<file path="config.mk">
export PLATFORM = sky130hd
export DESIGN_NAME = raster_scheduler_flat
export DESIGN_NICKNAME = d
export VERILOG_FILES = /design/src/rtl/raster_scheduler_if.sv /design/src/rtl/raster_scheduler.sv /design/src/flat_wrapper.sv
export SDC_FILE = /design/constraint.sdc
export NUM_CORES = 1
export LEC_CHECK = 0
export CAP_MARGIN = 20
export CORE_MARGIN = 1
export CORE_UTILIZATION = 55
export CTS_BUF_LIST = sky130_fd_sc_hd__clkbuf_16
export DETAILED_ROUTE_END_ITERATION = 7
export HOLD_SLACK_MARGIN = 0.15
export PLACE_DENSITY = 0.92
export SYNTH_ARGS = -nofsm -noshare
export SYNTH_HDL_FRONTEND = slang
export SYNTH_SLANG_ARGS = --single-unit
</file>
<file path="constraint.sdc">
create_clock -name clock -period 42 [get_ports clock]
set_clock_uncertainty 0.15 [all_clocks]
set_input_delay 8.4 -clock clock [delete_from_list [all_inputs] [get_ports clock]]
set_output_delay 8.4 -clock clock [all_outputs]
set_load 0.01 [all_outputs]
</file>
<file path="src/rtl/raster_scheduler_if.sv">
// Port bundle between the raster scheduler and its environment (object source,
// rasterizer bank, framebuffer), plus debug visibility of FSM state and errors.
interface raster_scheduler_if #(
  parameter int N_RAST = 16,
  parameter int OBJ_W  = 32,
  parameter int PIX_W  = 24
);
  // Handshakes: a transfer happens on a rising clock edge where valid and ready
  // are both 1. The source holds data stable while valid=1 and ready=0. The
  // rasterizer side uses a rising edge of rast_data_write as its "valid".
  logic [OBJ_W-1:0]        obj_in;
  logic                    obj_valid;
  logic                    obj_ready;
  logic [OBJ_W-1:0]        current_task;
  logic                    next_task;
  logic [N_RAST-1:0]       rast_task_complete;
  logic [N_RAST*PIX_W-1:0] rast_data;
  logic [N_RAST-1:0]       rast_data_write;
  logic [N_RAST-1:0]       rast_output_written;
  logic [PIX_W-1:0]        fb_data;
  logic                    fb_valid;
  logic                    fb_ready;
  logic                    obj_done;
  logic [15:0]             obj_count;
  logic [1:0]              state_dbg;
  logic                    err_overrun;

  modport master (
    output obj_in, obj_valid, rast_task_complete, rast_data, rast_data_write, fb_ready,
    input  obj_ready, current_task, next_task, rast_output_written, fb_data, fb_valid,
           obj_done, obj_count, state_dbg, err_overrun
  );

  modport slave (
    input  obj_in, obj_valid, rast_task_complete, rast_data, rast_data_write, fb_ready,
    output obj_ready, current_task, next_task, rast_output_written, fb_data, fb_valid,
           obj_done, obj_count, state_dbg, err_overrun
  );
endinterface

</file>
<file path="src/rtl/raster_scheduler.sv">
// Broadcasts one object to a bank of rasterizers, merges their pixel writes
// round-robin into a single framebuffer stream, and reports object completion.
module raster_scheduler #(
  parameter int N_RAST       = 16,
  parameter int GUARD_CYCLES = 2,
  parameter int OBJ_W        = 32,
  parameter int PIX_W        = 24
) (
  input logic clock,
  input logic reset,
  raster_scheduler_if.slave bus
);
  localparam int RR_W = $clog2(N_RAST);

  typedef logic [OBJ_W-1:0] object_t;
  typedef logic [PIX_W-1:0] pixel_info_t;
  typedef enum logic [1:0] {IDLE = 2'd0, START = 2'd1, GUARD = 2'd2, RUN = 2'd3} state_t;

  state_t            state, state_nxt;
  logic [2:0]        guard_cnt, guard_cnt_nxt;
  logic              latch_obj, done_set;
  object_t           current_task;
  logic [N_RAST-1:0] slot_full, wr_q, rise;
  pixel_info_t       slot_data [N_RAST];
  logic [RR_W-1:0]   rr_ptr, grant_idx, idx_sel;
  logic              grant_vld, can_load, do_grant, drain_done;
  logic              fb_valid_q, obj_done_q, err_q;
  pixel_info_t       fb_data_q;
  logic [15:0]       obj_count_q;
  int                idx;

  assign rise       = bus.rast_data_write & ~wr_q;
  assign can_load   = !fb_valid_q || bus.fb_ready;
  assign do_grant   = can_load && grant_vld;
  // Completion needs every rasterizer done and nothing left anywhere in the pipe.
  assign drain_done = (&bus.rast_task_complete) && (slot_full == '0) &&
                      (rise == '0) && !fb_valid_q;

  always_comb begin
    state_nxt     = state;
    guard_cnt_nxt = guard_cnt;
    latch_obj     = 1'b0;
    done_set      = 1'b0;
    case (state)
      IDLE: begin
        if (bus.obj_valid) begin
          latch_obj = 1'b1;
          state_nxt = START;
        end
      end
      START: begin
        guard_cnt_nxt = 3'd0;
        state_nxt     = GUARD;
      end
      GUARD: begin
        if (guard_cnt == 3'(GUARD_CYCLES - 1)) state_nxt = RUN;
        else guard_cnt_nxt = guard_cnt + 3'd1;
      end
      RUN: begin
        if (drain_done) begin
          done_set  = 1'b1;
          state_nxt = IDLE;
        end
      end
      default: state_nxt = IDLE;
    endcase
  end

  // Round-robin search starting just after the last granted slot.
  always_comb begin
    grant_vld = 1'b0;
    grant_idx = '0;
    idx       = 0;
    idx_sel   = '0;
    for (int k = 1; k <= N_RAST; k++) begin
      idx = int'(rr_ptr) + k;
      if (idx >= N_RAST) idx = idx - N_RAST;
      idx_sel = RR_W'(idx);
      if (!grant_vld && slot_full[idx_sel]) begin
        grant_vld = 1'b1;
        grant_idx = idx_sel;
      end
    end
  end

  always_ff @(posedge clock or posedge reset) begin
    if (reset) begin
      state        <= IDLE;
      guard_cnt    <= 3'd0;
      current_task <= '0;
      obj_done_q   <= 1'b0;
      obj_count_q  <= 16'd0;
    end else begin
      state     <= state_nxt;
      guard_cnt <= guard_cnt_nxt;
      obj_done_q <= done_set;
      if (latch_obj) current_task <= bus.obj_in;
      if (done_set) obj_count_q <= obj_count_q + 16'd1;
    end
  end

  always_ff @(posedge clock or posedge reset) begin
    if (reset) begin
      slot_full  <= '0;
      wr_q       <= '0;
      rr_ptr     <= RR_W'(N_RAST - 1);
      fb_valid_q <= 1'b0;
      fb_data_q  <= '0;
      err_q      <= 1'b0;
      for (int i = 0; i < N_RAST; i++) slot_data[i] <= '0;
    end else begin
      wr_q <= bus.rast_data_write;
      for (int i = 0; i < N_RAST; i++) begin
        if (rise[i]) begin
          if (slot_full[i]) begin
            err_q <= 1'b1;
          end else begin
            slot_full[i] <= 1'b1;
            slot_data[i] <= bus.rast_data[i*PIX_W +: PIX_W];
          end
        end
      end
      // A grant only ever clears a full slot, so it never collides with a capture.
      if (do_grant) begin
        slot_full[grant_idx] <= 1'b0;
        fb_data_q            <= slot_data[grant_idx];
        fb_valid_q           <= 1'b1;
        rr_ptr               <= grant_idx;
      end else if (bus.fb_ready) begin
        fb_valid_q <= 1'b0;
      end
    end
  end

  assign bus.obj_ready           = (state == IDLE);
  assign bus.next_task           = (state == START);
  assign bus.current_task        = current_task;
  assign bus.rast_output_written = ~slot_full;
  assign bus.fb_data             = fb_data_q;
  assign bus.fb_valid            = fb_valid_q;
  assign bus.obj_done            = obj_done_q;
  assign bus.obj_count           = obj_count_q;
  assign bus.state_dbg           = state;
  assign bus.err_overrun         = err_q;
endmodule

</file>
<file path="src/flat_wrapper.sv">
// flat-port wrapper written by rule: the top's interface ports become plain ports
module raster_scheduler_flat 
#(
  parameter int N_RAST       = 16,
  parameter int GUARD_CYCLES = 2,
  parameter int OBJ_W        = 32,
  parameter int PIX_W        = 24
)
  (clock, reset, bus_obj_in, bus_obj_valid, bus_rast_task_complete, bus_rast_data, bus_rast_data_write, bus_fb_ready, bus_obj_ready, bus_current_task, bus_next_task, bus_rast_output_written, bus_fb_data, bus_fb_valid, bus_obj_done, bus_obj_count, bus_state_dbg, bus_err_overrun);
  raster_scheduler_if #(.N_RAST(N_RAST), .OBJ_W(OBJ_W), .PIX_W(PIX_W)) bus_i ();
  input logic clock;
  input logic reset;
  input wire logic [$bits(bus_i.obj_in)-1:0] bus_obj_in;
  input wire logic [$bits(bus_i.obj_valid)-1:0] bus_obj_valid;
  input wire logic [$bits(bus_i.rast_task_complete)-1:0] bus_rast_task_complete;
  input wire logic [$bits(bus_i.rast_data)-1:0] bus_rast_data;
  input wire logic [$bits(bus_i.rast_data_write)-1:0] bus_rast_data_write;
  input wire logic [$bits(bus_i.fb_ready)-1:0] bus_fb_ready;
  output wire logic [$bits(bus_i.obj_ready)-1:0] bus_obj_ready;
  output wire logic [$bits(bus_i.current_task)-1:0] bus_current_task;
  output wire logic [$bits(bus_i.next_task)-1:0] bus_next_task;
  output wire logic [$bits(bus_i.rast_output_written)-1:0] bus_rast_output_written;
  output wire logic [$bits(bus_i.fb_data)-1:0] bus_fb_data;
  output wire logic [$bits(bus_i.fb_valid)-1:0] bus_fb_valid;
  output wire logic [$bits(bus_i.obj_done)-1:0] bus_obj_done;
  output wire logic [$bits(bus_i.obj_count)-1:0] bus_obj_count;
  output wire logic [$bits(bus_i.state_dbg)-1:0] bus_state_dbg;
  output wire logic [$bits(bus_i.err_overrun)-1:0] bus_err_overrun;
  assign bus_i.obj_in = bus_obj_in;
  assign bus_i.obj_valid = bus_obj_valid;
  assign bus_i.rast_task_complete = bus_rast_task_complete;
  assign bus_i.rast_data = bus_rast_data;
  assign bus_i.rast_data_write = bus_rast_data_write;
  assign bus_i.fb_ready = bus_fb_ready;
  assign bus_obj_ready = bus_i.obj_ready;
  assign bus_current_task = bus_i.current_task;
  assign bus_next_task = bus_i.next_task;
  assign bus_rast_output_written = bus_i.rast_output_written;
  assign bus_fb_data = bus_i.fb_data;
  assign bus_fb_valid = bus_i.fb_valid;
  assign bus_obj_done = bus_i.obj_done;
  assign bus_obj_count = bus_i.obj_count;
  assign bus_state_dbg = bus_i.state_dbg;
  assign bus_err_overrun = bus_i.err_overrun;
  raster_scheduler #(.N_RAST(N_RAST), .GUARD_CYCLES(GUARD_CYCLES), .OBJ_W(OBJ_W), .PIX_W(PIX_W)) u_core (.clock(clock), .reset(reset), .bus(bus_i));
endmodule
</file>
==> results.toml, run 1 <==
[logic_synthesis]
ys.flop_type = "dfrtp_1"
synth_fp_nets = 2546
synthDistinctLibCells = 78
syn_inst = 2080
synth_area_per_cell_um2 = 12.0
synth_area_um2 = 24900
synth_edf_count = 0
ys_ff_latch = 500
yosysWarnings = 0
synthArstFlopShare = 1.00
yosysSeqAreaShare = 0.502

[cts]
clk_path_buf_depth = 3
clk_latency_ns = 0.62
post-cts-setup-buffers = 0
clkTransAtPathRegs_ns = 0.06
cts_buffers = 52
cts_tree = "built"
cts-root-buf = "clkbuf_16"
h-tree-depth = 2
post_cts_resized = 0
cts_hold_buf = 0
clkSinkCount = 500

[global_route]
grt_pass1_vias = 21400
antenna_found_initial = 38
grt.overflow.total = 0
grt_pass1_wl_um = 131000
grt_max_degree = 178
grt.total_usage = 0.377

[route]
antenna_left = 0
wl_um = 87700
via_per_inst = 6.19
wl_per_cell_um = 27.0
drc = 0
vias = 20100
first_pass_iters = 6
drt_iter0_drc = 1852

[setup_path]
startpoint_type = "input pin"
cp_cell_sequence = "clkdlybuf4s50_1 > inv_8 > buf_12 > buf_4 > buf_12 > buf_4"
cpMaxStageDelayCell = "buf_12"
reg2reg_slack_ns = 34.06
r2r-start = "u_core.rr_ptr[0]"
critPathArrivalTime_ns = 12.01
cpPeakStageDelay_ns = 0.72
critical_path_required_ns = 42.49
critPathCaptureType = "async pin"
r2r-end = "u_core.bus.fb_data[9]"
crit_type = "in2async"
path_max_fanout = 177
rr_worst_depth = 15

[timing]
slew_headroom = 0.305
finalSetupViolations = 0
post-route-min-period_ns = 11.52
hold_violations = 0
timing.final.ws_setup_ns = 30.48
rsz0062_at_grt = "false"
fin_crit_sh = 0.274
setup_tns_ns = 0
maxSlewViolCount = 0
worst_pin_slew_ns = 1.04
fmax_mhz = 86.8

[power]
power_frac_comb = 0.579
p_per_area_nw_per_um2 = 96.5
p_seq_frac = 0.266
intPower_w = 0.00170
peakVddDrop_v = 0.000215
pwr-share-clk = 0.155
p_leak_nw = 14.1
switching_share = 0.462
p_sw_w = 0.00146

[placed_design]
gp_congestion = 0.914
placed_cells = 3109
pre_cts_slack_ns = 29.64
hpwlAfterDp_um = 62000
portBuffers = 546
place_area_um2 = 30800

[finish]
drive_above_1_share = 0.228
area_delta_synth_final_pct = 31.1
fin_cells = 3242
fin_util = 0.735
fin_area_um2 = 32700
final_nets = 3038

[min_path]
hp-start = "u_core.bus.obj_count[15]"
holdCritPathClass = "reg2reg"
hold_depth = 1
whs_endpoint = "u_core.bus.obj_count[15]"

[floorplanning]
start_util = 0.560
die_y_um = 215
design.core.area_um2 = 44500
die_x_um = 215
dieArea_um2 = 46200
rows = 77
ios = 547

[outcome]
status = "finished clean"

[run]
drv_cap = 0
==> through the flow <==
step | power (W) | hold slack [ns]
after floorplan | 0.00204 | 0.325
after detailed placement | 0.00260 | 0.316
after CTS | 0.00312 | 0.324
final | 0.00316 | 0.319
after global placement | 0.00255 | 0.315
after global routing | 0.00329 | 0.350
==> cell usage after synthesis (5+ instances only) <==
cell type | instances | area share
mux2i_1 | 172 | 0.069
nand3_1 | 42 | 0.0084
o22ai_1 | 7 | 0.0018
mux2_2 | 425 | 0.19
a22oi_1 | 8 | 0.0024
dfrtp_1 | 496 | 0.50
a31oi_1 | 29 | 0.0073
buf_4 | 7 | 0.0021
mux4_2 | 30 | 0.027
nor4_1 | 6 | 0.0015
a311oi_1 | 24 | 0.0084
xor2_1 | 7 | 0.0025
nor2_1 | 70 | 0.011
a21o_1 | 26 | 0.0078
buf_1 | 5 | 0.00075
and2_1 | 24 | 0.0060
nand2_1 | 261 | 0.039
nand2b_1 | 9 | 0.0023
o221ai_1 | 5 | 0.0018
buf_2 | 39 | 0.0078
and3_1 | 5 | 0.0013
o21ai_0 | 17 | 0.0034
xnor2_1 | 18 | 0.0063
nor2b_1 | 22 | 0.0055
a21oi_1 | 55 | 0.011
clkbuf_1 | 86 | 0.013
nor3_1 | 9 | 0.0018
nand4_1 | 16 | 0.0040
o221a_1 | 20 | 0.0090
inv_1 | 34 | 0.0051
ha_1 | 14 | 0.0070
==> worst max-delay path by stage <==
stage | from | endpoint | slack, ns | depth (start not counted)
floorplan | reset | u_core.bus.current_task[0] | 19.50 | 1
global placement | reset | u_core.slot_data[114] | 29.76 | 5
detailed placement | reset | u_core.slot_data[218] | 29.64 | 5
CTS | reset | u_core.slot_data[218] | 30.25 | 5
global route | reset | u_core.slot_data[289] | 30.01 | 6
finish | reset | u_core.slot_data[313] | 30.48 | 6
==> layout by cell type (no fill, tap or decap), types with 10 or more instances in the layout <==
master / count
inv_1: 45
and2_1: 23
ha_1: 14
xnor2_1: 18
a21oi_1: 54
nand4_1: 16
clkbuf_16: 52
nand2_1: 261
nor2b_1: 22
mux2i_1: 172
nand3_1: 42
mux4_2: 30
clkinv_1: 12
clkinv_2: 11
o21ai_0: 17
bufinv_16: 10
o221a_1: 20
diode_2: 36
mux2_2: 425
clkdlybuf4s50_1: 546
dfrtp_1: 496
nor2_1: 70
a31oi_1: 29
a311oi_1: 24
buf_4: 32
a21o_1: 26
==> registers in the layout, summed over array words and instances, names as in the netlist, 2 cells and up <==
register / flops
u_core.bus.obj_count: 16
u_core.slot_data: 384
u_core.wr_q: 16
u_core.bus.fb_data: 24
u_core.bus.state_dbg: 2
u_core.rr_ptr: 4
u_core.bus.current_task: 32
u_core.guard_cnt: 3
u_core.slot_full: 16
==> power groups by stage <==
stage / logic [W] / registers (W) / clock network [W]
4_1_cts: 0.00180 / 0.000829 / 0.000492
3_3_place_gp: 0.00174 / 0.000812 / 0
6_report: 0.00183 / 0.000839 / 0.000490
2_1_floorplan: 0.00127 / 0.000778 / 0
3_5_place_dp: 0.00177 / 0.000831 / 0
5_1_grt: 0.00193 / 0.000856 / 0.000510
==> final cells by class <==
cell class / instances / area [µm²]
clock inverter: 44 / 475
tap: 592 / 741
timing repair buffer: 581 / 5770
multi-input combinational: 1398 / 11600
antenna: 36 / 90.1
sequential: 500 / 12500
inverter: 39 / 154
clock buffer: 52 / 1300
fill: 2855 / 11800
==> layer usage <==
metal  vias up  wire length, µm  global-route usage
li1       8508                -                   -
met1     10200            31400               0.435
met2      1067            42700               0.622
met3       288             8110               0.112
met4        10             5410               0.223
met5         -               65                   0
==> cells by family (layout without fill, tap and decap cells) <==
kind of cell             after synthesis  after routing  share of synthesized area
flip-flops                           500            500                      0.502
other                                  0             36                          0
AND/OR/NAND/NOR                      484            484                     0.0875
multiplexers                         627            627                      0.288
buffers and inverters                182            716                     0.0317
XOR/XNOR                              27             27                     0.0101
adder cells (fa/ha/maj)               14             14                    0.00702
AO/OA/AOI/OAI                        246            246                     0.0738
==> critical path: cells and delay by family <==
kind     cells  cell delay (ns)
buf+inv      6             3.36
No activity file was read; power rests on OpenSTA's default activity.
==> run 2: changes to the inputs <==
Settings changed: CORE_UTILIZATION 55 to 46, PLACE_DENSITY 0.92 to 0.83.
Clock period 42 ns to 9.89 ns, I/O delays scaled along.
==> run 2 against run 1 <==
- critical path depth grew 9
- total power grew to 4.2 times the previous value
- combinational power grew to 4.2 times the previous value
- largest cell class unchanged
- non-clock buffer count grew 2
- first-iteration DRC count shrank 13%
- register-to-register slack lost 31 ns
- global-route usage shrank 6.2 points
- final cell count grew 2.2%
- critical path type is now reg2reg
- highest routed layer unchanged
- flip-flop and latch count is the same
- cell area is essentially flat
- sequential power grew to 4.3 times the previous value
==> results.toml, run 2 (synthesized netlist as in run 1, its figures left out) <==
[route]
vias = 19600
antenna_left = 0
drc = 0
wl_per_cell_um = 26.4
first_pass_iters = 7
wl_um = 87600
via_per_inst = 5.93
drt_iter0_drc = 1616

[setup_path]
cpMaxStageDelayCell = "dfstp_2"
r2r-end = "u_core.bus.fb_data[4]"
critical_path_required_ns = 10.19
cp_top_family = "simple AND/OR/NAND/NOR gates"
reg2reg_slack_ns = 2.63
path_buf_inv = 3
path_max_fanout = 101
startpoint_type = "register"
rr_worst_depth = 15
critPathArrivalTime_ns = 7.56
cpPeakStageDelay_ns = 1.04
crit_type = "reg2reg"
crit_top_cell = "mux2i_1"
critPathCaptureType = "register"
r2r-start = "u_core.rr_ptr[0]"
cp_cell_sequence = "inv_2 > ha_1 > buf_16 > mux4_2 > mux2i_1 > mux2i_1 > a211oi_2 > and3_1 > o2bb2ai_1 > or3_1 > nand2_8 > buf_4 > mux2i_1 > o221a_1 > a31oi_1"

[timing]
finalSetupViolations = 0
hold_violations = 0
fin_crit_sh = 0.734
fmax_mhz = 138
setup_tns_ns = 0
maxSlewViolCount = 0
worst_pin_slew_ns = 1.06
post-route-min-period_ns = 7.26
rsz0062_at_grt = "false"
slew_headroom = 0.294

[floorplanning]
die_y_um = 235
design.core.area_um2 = 53100
ios = 547
die_x_um = 235
start_util = 0.470
dieArea_um2 = 55100
rows = 84

[cts]
post_cts_resized = 0
cts_buffers = 53
cts_tree = "built"
clkSinkCount = 500
clk_latency_ns = 0.62
clkTransAtPathRegs_ns = 0.07
cts_hold_buf = 0
cts-root-buf = "clkbuf_16"
h-tree-depth = 2
post-cts-setup-buffers = 0
clk_path_buf_depth = 3

[finish]
area_delta_synth_final_pct = 31.1
fin_util = 0.616
drive_above_1_share = 0.228
fin_area_um2 = 32700
final_nets = 3041
final_common_cell = "clkdlybuf4s50_1"
largest_register = "u_core.slot_data"
largest_reg_flops = 384
final_cell_mix = "clkdlybuf4s50_1, dfrtp_1, mux2_2, nand2_1, mux2i_1"

[power]
total_power_w = 0.0132
power_frac_comb = 0.581
peakVddDrop_v = 0.000525
p_sw_w = 0.00611
pwr-share-clk = 0.147
switching_share = 0.463
p_per_area_nw_per_um2 = 404
p_leak_nw = 14.0
p_seq_frac = 0.271
intPower_w = 0.00709

[placed_design]
portBuffers = 546
hpwlAfterDp_um = 64900
gp_congestion = 0.915
place_area_um2 = 31000

[global_route]
grt_max_degree = 175
grt.overflow.total = 0
antenna_found_initial = 14
grt_pass1_vias = 20400
grt_pass1_wl_um = 130000
grt.total_usage = 0.315

[min_path]
hold_depth = 1
holdCritPathClass = "reg2reg"
whs_endpoint = "u_core.bus.obj_count[15]"
hp-start = "u_core.bus.obj_count[15]"

[outcome]
status = "finished clean"

[run]
drv_cap = 0
run 2: cell types whose count changed in the layout (fill, tap and decap cells not counted), sizes merged:
cell,change
inv,-6
clkinv,+7
clkbuf,+1
bufinv,-6
buf,+2
diode,-26
clkinvlp,+4
run 2: metrics by stage:
stage	instances	setup slack (ns)	hold WS [ns]
finish	3314	2.63	0.319
global route	3314	2.37	0.338
CTS	3302	2.37	0.325
detailed placement	3206	2.39	0.312
global placement	3204	2.60	0.310
floorplan	2080	0.981	0.325
run 2: power by group through the flow:
| stage | clock network, W | registers [W] | logic [W] |
|---|---|---|---|
| 4_1_cts | 0.00197 | 0.00356 | 0.00757 |
| 6_report | 0.00195 | 0.00358 | 0.00768 |
| 3_3_place_gp | 0 | 0.00355 | 0.00743 |
| 5_1_grt | 0.00205 | 0.00366 | 0.00814 |
| 2_1_floorplan | 0 | 0.00330 | 0.00537 |
| 3_5_place_dp | 0 | 0.00358 | 0.00754 |
run 2: per-layer routing:
layer	vias up	part of all wire	global-route usage	routed length, µm
met2	941	0.49	0.523	42700
met5	-	0.00063	0	55
met3	170	0.074	0.0603	6470
li1	8482	-	-	-
met4	8	0.042	0.139	3680
met1	10000	0.40	0.401	34800
run 2: layout make-up:
class / count / area (µm²)
fill: 4052 / 20400
antenna: 10 / 25.0
multi-input combinational: 1398 / 11600
clock inverter: 43 / 328
clock buffer: 53 / 1330
sequential: 500 / 12500
timing repair buffer: 583 / 5840
inverter: 39 / 150
tap: 688 / 861
run 2: worst max path at each step:
stage                     start                    endpoint  slack [ns]  cells past startpoint
2_1_floorplan             reset  u_core.bus.current_task[0]        0.98                      1
3_3_place_gp   u_core.rr_ptr[0]       u_core.bus.fb_data[4]        2.60                     15
3_5_place_dp   u_core.rr_ptr[0]       u_core.bus.fb_data[4]        2.39                     14
4_1_cts        u_core.rr_ptr[0]       u_core.bus.fb_data[4]        2.37                     14
5_1_grt        u_core.rr_ptr[0]       u_core.bus.fb_data[4]        2.37                     15
6_report       u_core.rr_ptr[0]       u_core.bus.fb_data[4]        2.63                     15
